`config.mk`:
```
export PLATFORM = sky130hd
export DESIGN_NAME = c16_snd_voices_flat
export DESIGN_NICKNAME = d
export VERILOG_FILES = /design/src/rtl/c16_snd_voices_if.sv /design/src/rtl/c16_snd_voices.sv /design/src/flat_wrapper.sv
export SDC_FILE = /design/constraint.sdc
export NUM_CORES = 1
export LEC_CHECK = 0
export CORE_ASPECT_RATIO = 1.1
export CORE_MARGIN = 3
export CORE_UTILIZATION = 60
export CTS_BUF_LIST = sky130_fd_sc_hd__clkbuf_16
export DETAILED_ROUTE_END_ITERATION = 8
export DONT_BUFFER_PORTS = 1
export PLACE_DENSITY = 0.77
export RECOVER_POWER = 25
export SYNTH_ARGS = -nofsm -noshare
export SYNTH_HDL_FRONTEND = slang
export SYNTH_SLANG_ARGS = --single-unit
```
`constraint.sdc`:
```
create_clock -name clk -period 25.4 [get_ports clk]
set_input_delay 2.54 -clock clk [delete_from_list [all_inputs] [get_ports clk]]
set_output_delay 2.54 -clock clk [all_outputs]
set_load 0.02 [all_outputs]
```
`src/rtl/c16_snd_voices_if.sv`:
```
// Register-write strobe from the c16 core into the sound block.
interface c16_snd_voices_if;
  logic        snd_wen;
  logic [1:0]  w_param;
  logic [10:0] w_index;
  logic [15:0] w_val;

  modport master (output snd_wen, w_param, w_index, w_val);
  modport slave  (input  snd_wen, w_param, w_index, w_val);
endinterface

```
`src/rtl/c16_snd_voices.sv`:
```
// Four-voice square-wave tone generator with per-voice volume and duration,
// driven by the core's register-write strobe; emits a registered 8-bit mix.

// One voice: period/volume/duration registers, tone counter and phase.
module c16_snd_voice (
  input  logic        clk,
  input  logic        reset,
  input  logic        tick,
  input  logic        ms,
  input  logic        wr_en,
  input  logic [1:0]  w_param,
  input  logic [15:0] w_val,
  output logic        active,
  output logic [5:0]  level
);
  logic [15:0] period_q, period_d, dur_q, dur_d, rem_q, rem_d, cnt_q, cnt_d;
  logic [3:0]  vol_q, vol_d;
  logic        phase_q, phase_d, active_q, active_d;

  // Next state: tone and duration first, then a register write overrides.
  always_comb begin
    period_d = period_q;
    vol_d    = vol_q;
    dur_d    = dur_q;
    rem_d    = rem_q;
    cnt_d    = cnt_q;
    phase_d  = phase_q;
    active_d = active_q;
    if (active_q) begin
      if (period_q == 16'd0) begin
        cnt_d = 16'd0;
      end else if (tick) begin
        // >= so a period shortened mid-tone wraps on the next tick
        if (cnt_q >= period_q - 16'd1) begin
          cnt_d   = 16'd0;
          phase_d = ~phase_q;
        end else begin
          cnt_d = cnt_q + 16'd1;
        end
      end
      if (ms && rem_q != 16'd0) begin
        rem_d = rem_q - 16'd1;
        if (rem_q == 16'd1) active_d = 1'b0;
      end
    end
    if (wr_en) begin
      case (w_param)
        2'd0: period_d = w_val;
        2'd1: vol_d    = w_val[3:0];
        2'd2: dur_d    = w_val;
        default: begin
          if (w_val[1]) begin
            active_d = 1'b0;
          end else if (w_val[0]) begin
            active_d = 1'b1;
            rem_d    = dur_q;
            cnt_d    = 16'd0;
            phase_d  = 1'b0;
          end
        end
      endcase
    end
  end

  // Voice state registers.
  always_ff @(posedge clk or posedge reset) begin
    if (reset) begin
      period_q <= '0;
      vol_q    <= '0;
      dur_q    <= '0;
      rem_q    <= '0;
      cnt_q    <= '0;
      phase_q  <= 1'b0;
      active_q <= 1'b0;
    end else begin
      period_q <= period_d;
      vol_q    <= vol_d;
      dur_q    <= dur_d;
      rem_q    <= rem_d;
      cnt_q    <= cnt_d;
      phase_q  <= phase_d;
      active_q <= active_d;
    end
  end

  assign active = active_q;
  assign level  = (active_q && phase_q && period_q != 16'd0) ? {vol_q, 2'b00} : 6'd0;
endmodule

module c16_snd_voices #(
  parameter int TICK_DIV = 50,
  parameter int MS_TICKS = 1000
) (
  input  logic                    clk,
  input  logic                    reset,
  c16_snd_voices_if.slave         bus,
  output logic [7:0]              audio,
  output logic [3:0]              voice_active
);
  localparam int NUM_LANES = 4;
  localparam int PW = (TICK_DIV > 1) ? $clog2(TICK_DIV) : 1;
  localparam int MW = (MS_TICKS > 1) ? $clog2(MS_TICKS) : 1;

  logic [PW-1:0] presc_q, presc_d;
  logic [MW-1:0] ms_cnt_q, ms_cnt_d;
  logic [7:0]    audio_q, audio_d;
  logic          tick, ms, wr_ok;
  logic [NUM_LANES-1:0]      wr_hit, active;
  logic [NUM_LANES-1:0][5:0] level;

  assign tick  = (presc_q == PW'(TICK_DIV - 1));
  assign ms    = tick && (ms_cnt_q == MW'(MS_TICKS - 1));
  assign wr_ok = bus.snd_wen && (bus.w_index[10:2] == 9'd0);

  // Free-running tone prescaler and millisecond counter.
  always_comb begin
    presc_d  = tick ? '0 : presc_q + PW'(1);
    ms_cnt_d = ms_cnt_q;
    if (tick) ms_cnt_d = ms ? '0 : ms_cnt_q + MW'(1);
  end

  for (genvar v = 0; v < NUM_LANES; v++) begin : g_voice
    assign wr_hit[v] = wr_ok && (bus.w_index[1:0] == 2'(v));
    c16_snd_voice u_voice (
      .clk     (clk),
      .reset   (reset),
      .tick    (tick),
      .ms      (ms),
      .wr_en   (wr_hit[v]),
      .w_param (bus.w_param),
      .w_val   (bus.w_val),
      .active  (active[v]),
      .level   (level[v])
    );
  end

  // Mix: plain sum, 4 x 60 fits in 8 bits.
  always_comb begin
    audio_d = 8'd0;
    for (int v = 0; v < NUM_LANES; v++) audio_d = audio_d + 8'(level[v]);
  end

  // Timebase and output sample registers.
  always_ff @(posedge clk or posedge reset) begin
    if (reset) begin
      presc_q  <= '0;
      ms_cnt_q <= '0;
      audio_q  <= '0;
    end else begin
      presc_q  <= presc_d;
      ms_cnt_q <= ms_cnt_d;
      audio_q  <= audio_d;
    end
  end

  assign audio        = audio_q;
  assign voice_active = active;
endmodule

```
`src/flat_wrapper.sv`:
```
// flat-port wrapper written by rule: the top's interface ports become plain ports
module c16_snd_voices_flat 
#(
  parameter int TICK_DIV = 50,
  parameter int MS_TICKS = 1000
)
  (clk, reset, audio, voice_active, bus_snd_wen, bus_w_param, bus_w_index, bus_w_val);
  c16_snd_voices_if bus_i ();
  input  logic clk;
  input  logic reset;
  output logic [7:0] audio;
  output logic [3:0] voice_active;
  input wire logic [$bits(bus_i.snd_wen)-1:0] bus_snd_wen;
  input wire logic [$bits(bus_i.w_param)-1:0] bus_w_param;
  input wire logic [$bits(bus_i.w_index)-1:0] bus_w_index;
  input wire logic [$bits(bus_i.w_val)-1:0] bus_w_val;
  assign bus_i.snd_wen = bus_snd_wen;
  assign bus_i.w_param = bus_w_param;
  assign bus_i.w_index = bus_w_index;
  assign bus_i.w_val = bus_w_val;
  c16_snd_voices #(.TICK_DIV(TICK_DIV), .MS_TICKS(MS_TICKS)) u_core (.clk(clk), .reset(reset), .bus(bus_i), .audio(audio), .voice_active(voice_active));
endmodule
```
After elaboration in Yosys (flattened, before gate mapping)
Cells that the tools add are included.

Register bits after elaboration: 304. Input port bits: 32. Output and inout port bits: 12. Word-level logic and storage cells: 235.

$add $sub $neg: 17. Magnitude comparators: 4. Eq/ne operators: 11. Muxes and demuxes: 122. Bitwise logic cells: 4. Reduce and logical (&&, ||, !) cells: 46.

Operators with widths (number): 2-to-1 mux 16 bit (56); nonzero test 16 bit (8); subtractor 16 x 1 -> 16 bit, second input constant (8); adder 16 x 1 -> 16 bit, second input constant (4); == test 16 x 1 -> 1 bit, second input constant (4); >= comparator 16 bit (4); zero test 16 bit (4); 2-to-1 mux 1 bit (60); 2-to-1 mux 6 bit (5); AND reduction 2 bit (12); logical AND 1 bit (18); adder 8 x 6 -> 8 bit (2); adder 10 x 1 -> 10 bit, second input constant (1); == test 10 bit, second input constant (1); 2-to-1 mux 10 bit (1); zero test 9 bit (1); adder 6 x 6 -> 7 bit (1); adder 6 x 1 -> 6 bit, second input constant (1); == test 2 bit, second input constant (3); == test 6 bit, second input constant (1); == test 2 x 1 -> 1 bit, second input constant (2); zero test 2 bit (2); NOT 1 bit (4); OR reduction 3 bit (1).

Longest topological paths before layout
Depth after elaboration: 10. Gate-level depth with buffers: 19. Gate-level depth less buffers: 17.

Cells and area by module
From an unflattened synthesis, not the netlist that was laid out.

Cells, all modules: 1758. Area total of the unflattened synthesis: 17595.6 um^2.

By module, submodules not included: c16_snd_voice at u_core.g_voice[1].u_voice ... (times used 2, cells each 388, area an instance 3947.5 um^2, sequential area each 1751.7 um^2); c16_snd_voice at u_core.g_voice[0].u_voice (times used 1, cells each 410, area an instance 4051.4 um^2, sequential area each 1751.7 um^2); c16_snd_voice at u_core.g_voice[3].u_voice (times used 1, cells each 407, area an instance 4025.1 um^2, sequential area each 1751.7 um^2); c16_snd_voices (times used 1, cells each 165, area an instance 1624.1 um^2, sequential area each 600.6 um^2).

Least setup slack after synthesis
No wires, ideal clock.

Path type: input-to-reg. Start: input bus_w_index[7]. End: register u_core.g_voice[3].u_voice.period_q[2]. Setup time: 125 ps. Arrival time: 4863 ps. Required time: 25275 ps. Path slack: 20412 ps. Stages: 8. Path buffers: 3. Path through: or4_1 -> or4_1 -> clkbuf_1 -> or2_2 -> clkbuf_1 -> nor3_4 -> buf_4 -> mux2_2.

Word-level cells in the longest chain between the ends: 4.

RTL lines: from (decl) (line flat_wrapper.sv:15) `input wire logic [$bits(bus_i.w_index)-1:0] bus_w_index;`; zero test 9 bit (line c16_snd_voices.sv:113) `assign wr_ok = bus.snd_wen && (bus.w_index[10:2] == 9'd0);`; logical AND 1 bit (line c16_snd_voices.sv:113); logical AND 1 bit (line c16_snd_voices.sv:123) `assign wr_hit[v] = wr_ok && (bus.w_index[1:0] == 2'(v));`; AND reduction 2 bit (no source line); to (signal assigned) (line c16_snd_voices.sv:76) `period_q <= period_d;`; to (decl) (line c16_snd_voices.sv:16) `logic [15:0] period_q, period_d, dur_q, dur_d, rem_q, rem_d, cnt_q, cnt_d;`.

Every way passes these cells. A chain may end at the register's enable or synchronous reset.

==> out/summary.log <==
qor: drt.detail-route-antenna-nets 0
qor: outcome.failing_checks capacitance limit, slew limit
qor: place.post-dp-hpwl 28.2 mm
qor: synthesis.post_synth_xor_area_fraction 6.54%
qor: global_routing.grt-ovfl-total 0
qor: synthesis.dominantRegCellSynth sky130_fd_sc_hd__dfrtp_1
qor: global_routing.wire_length_of_the_first_global_routing_pass 68.5 mm
qor: synthesis.largest_family_of_logic_cells_by_synthesized_area simple AND/OR/NAND/NOR gates
qor: cells_and_area.mostFrequentLayoutCell sky130_fd_sc_hd__dfrtp_1
qor: sta.worst_clock_skew 0.0221 ns
qor: cells_and_area.final.fill_count 2,189
qor: sta.finalSetupViolCount 0
qor: synthesis.post_synth_fa_ha_maj_area_fraction 7.52%
qor: setup_path.worst_path_largest_cell_delay 3.15 ns
qor: synthesis.synth.top_cell.area_share 43.4%
qor: synthesis.ys_warn_count 0
qor: drt.drc_errors 0
qor: synthesis.synth.top_cells.by_area sky130_fd_sc_hd__dfrtp_1 (43%), sky130_fd_sc_hd__mux2_2 (9.6%), sky130_fd_sc_hd__ha_1 (6.8%)
qor: synthesis.synth.mux.area_fraction 10.2%
qor: sta.fin_crit 6.26 ns
qor: setup_path.path_cells clkinvlp_2
qor: hold_path.hold_wc_path_type reg -> reg
qor: floorplanning.chipHeight 185 um
qor: global_routing.antenna_found_initial 3
qor: setup_path.start_kind input port
qor: sta.max_freq 0.160 GHz
qor: floorplanning.initial_utilization 61.7%
qor: setup_path.cp.arrival 5.82 ns
qor: floorplanning.dieArea 31,100 sq um
qor: clocking.worst_skew_pair.late_latency 0.51 ns
qor: drt.drt_first_iter_violations 1,174
qor: sta.unrepaired_setup_endpoints_after_global_routing false
qor: synthesis.netlist_instances 1,753
qor: cells_and_area.design.final.nets 1,863
qor: sta.final-hold-violation-count 0
qor: setup_path.critical_path.max_fanout 131
qor: drt.drt-pass1-iter-count 6
qor: synthesis.syn-mean-instance-area 9.92 sq um
qor: clocking.cts-buffers-inserted 34
qor: cells_and_area.area_growth_syn_to_layout 7.79%
qor: drt.post_drt_wl_per_cell 20.0 um
qor: floorplanning.num_rows 64
qor: clocking.clk_pin_slew 0.06 ns
qor: synthesis.synth_edf_count 0
qor: clocking.cts_htree_levels 2
qor: place.placed_area 17,700 sq um
qor: clocking.post_cts_resize_count 0
qor: drt.route.final.wire_length 42.3 mm
qor: synthesis.async_reset_ff_share 100%
qor: synthesis.synth_sequential_area_ratio 43.4%
qor: sta.post-route-period-util 24.6%
qor: floorplanning.core 28,200 sq um
qor: cells_and_area.multi_input_comb_area 9330 sq um
qor: power.leakage 8.22 nW
qor: setup_path.worst_path_max_delay_cell sky130_fd_sc_hd__clkinvlp_2
qor: setup_path.startpoint_to_endpoint_class_of_the_critical_path in -> async
qor: flow_run.max_cap_viol_count 2
qor: setup_path.cp_top_delay_family buffers and inverters
qor: cells_and_area.layout.cell_area.non_filler 18,800 sq um
qor: drt.mean_number_of_vias_per_cell 6.31
qor: synthesis.synthDominantAreaCellType sky130_fd_sc_hd__dfrtp_1
qor: place.buffer_ports.inserted 0
qor: synthesis.fraction_of_the_mapped_netlist_area_in_compound_gates 9.21%
qor: clocking.cts_hold_repair.buffers 0
qor: sta.fin_setup_tns 0 ns
qor: setup_path.crit_buf_inv 1
qor: floorplanning.die_x 168 um
qor: cells_and_area.drive_above_1_share 14.0%
qor: synthesis.post_synth_instance_area 17,400 sq um
qor: global_routing.grt_max_degree 173
qor: sta.worst_slew_pin_slew 5.76 ns
qor: synthesis.synth_seq_cells 302
qor: setup_path.cp_data_required_time 24.96 ns
qor: outcome.run_status complete, but fails checks
qor: clocking.cts_buffer_depth 3
qor: synthesis.post_synth_num_cell_types 75
qor: clocking.cts.sinks 302
qor: clocking.post-cts-setup-buffer-count 0
qor: sta.whs 0.477 ns
qor: cells_and_area.most-common-layout-cells sky130_fd_sc_hd__dfrtp_1 (302), sky130_fd_sc_hd__nand2_1 (180), sky130_fd_sc_hd__mux2_2 (149), sky130_fd_sc_hd__nor2_1 (115), sky130_fd_sc_hd__xnor2_1 (101)
qor: sta.max_slew_margin_vs_limit -286%
qor: clocking.tritoncts yes
qor: power.worst_ir_drop_vdd 0.0602 mV
qor: global_routing.grt_util_all_layers 27.4%
qor: setup_path.endpoint_kind asynchronous set/reset pin
qor: floorplanning.io-pin-count 44
qor: cells_and_area.diodes 0
qor: place.place_congestion 0.884
qor: sta.final-max-slew-violation-count 160
qor: clocking.ctsRootBufferMaster sky130_fd_sc_hd__clkbuf_16
qor: cells_and_area.final-seq-area 7560 sq um
qor: synthesis.yosys.area_share.simple 19.9%
qor: power.power_per_cell_area 52.7 nW/um^2
qor: drt.num_vias 13,400
qor: global_routing.vias_in_the_first_global_route 13,100
cell families after synthesis:
family,after synthesis
muxes,159
other,1
adders and majority gates,101
AOI/OAI and AO/OA,257
xor gates and xnor gates,130
buffers and inverters,130
DFF,302
and+or+nand+nor,673
sequential cells by signal, indices dropped and copies added (netlist names):
| register | cells |
|---|---|
| u_core.audio | 6 |
| u_core.presc_q | 6 |
| u_core.g_voice.u_voice.phase_q | 4 |
| u_core.g_voice.u_voice.period_q | 64 |
| u_core.g_voice.u_voice.active | 4 |
| u_core.g_voice.u_voice.vol_q | 16 |
| u_core.g_voice.u_voice.dur_q | 64 |
| u_core.ms_cnt_q | 10 |
| u_core.g_voice.u_voice.cnt_q | 64 |
| u_core.g_voice.u_voice.rem_q | 64 |
power by group:
part           switching (mW)  total (mW)  internal, mW
clock network           0.197       0.478         0.281
logic                  0.0179      0.0247       0.00682
registers             0.00245       0.486         0.483
cells in the mapped netlist (all sizes together), types with 10 or more instances:
| master | n |
|---|---|
| nor4 | 50 |
| o211ai | 12 |
| nand4 | 39 |
| clkbuf | 56 |
| ha | 95 |
| or4 | 26 |
| and3 | 18 |
| a21oi | 40 |
| nand2 | 180 |
| o221ai | 14 |
| a31oi | 44 |
| buf | 20 |
| inv | 54 |
| nor3 | 59 |
| nand2b | 19 |
| xor2 | 29 |
| or3 | 33 |
| nand3 | 65 |
| dfrtp | 302 |
| or2 | 13 |
| nor2 | 116 |
| and2 | 12 |
| xnor2 | 101 |
| mux2 | 149 |
| mux2i | 10 |
| o21ai | 94 |
layout make-up:
class | instances | area share [%]
inverter | 54 | 1.09
tap | 363 | 2.42
timing repair buffer | 16 | 0.687
clock buffer | 35 | 4.67
sequential | 302 | 40.3
multi-input combinational | 1322 | 49.7
clock inverter | 26 | 1.10
stage by stage:
step | power [mW] | worst slack (ns) | util [%] | instances
6_report | 0.988 | 19.14 | 66.5 | 2118
2_1_floorplan | 0.514 | 14.51 | - | 1754
3_5_place_dp | 0.519 | 19.56 | 62.7 | 2057
4_1_cts | 0.995 | 20.13 | 66.6 | 2118
3_3_place_gp | 0.518 | 19.68 | 62.7 | 2057
5_1_grt | 1.02 | 18.12 | 66.5 | 2118
per-layer routing:
metal / track usage (%) / part of all wire (%)
met1: 34.9 / 42
met2: 45.6 / 48
met3: 4.72 / 5.5
met4: 13.3 / 5.2
met5: 0 / 0.031
tightest hold or removal path: stages, from the launching register on:
cell and delay, ns:
sky130_fd_sc_hd__dfrtp_1 0.34, sky130_fd_sc_hd__nand2_1 0.04, sky130_fd_sc_hd__o21ai_0 0.06
worst paths after layout:
kind | cells past startpoint | slack, ns | start | endpoint
setup / recovery | 1 | 19.14 | reset | u_core.g_voice[3].u_voice.cnt_q[13]
setup reg to reg | 17 | 20.24 | u_core.g_voice[1].u_voice.period_q[0] | u_core.audio[7]
max in group clk | 6 | 20.02 | bus_w_index[7] | u_core.g_voice[2].u_voice.cnt_q[2]
min in group asynchronous | 1 | 3.69 | reset | u_core.g_voice[2].u_voice.period_q[12]
hold reg to reg | 2 | 0.48 | u_core.g_voice[0].u_voice.dur_q[6] | u_core.g_voice[0].u_voice.rem_q[6]
hold / removal | 2 | 0.48 | u_core.g_voice[0].u_voice.dur_q[6] | u_core.g_voice[0].u_voice.rem_q[6]
(Power assumes the default switching activity.)
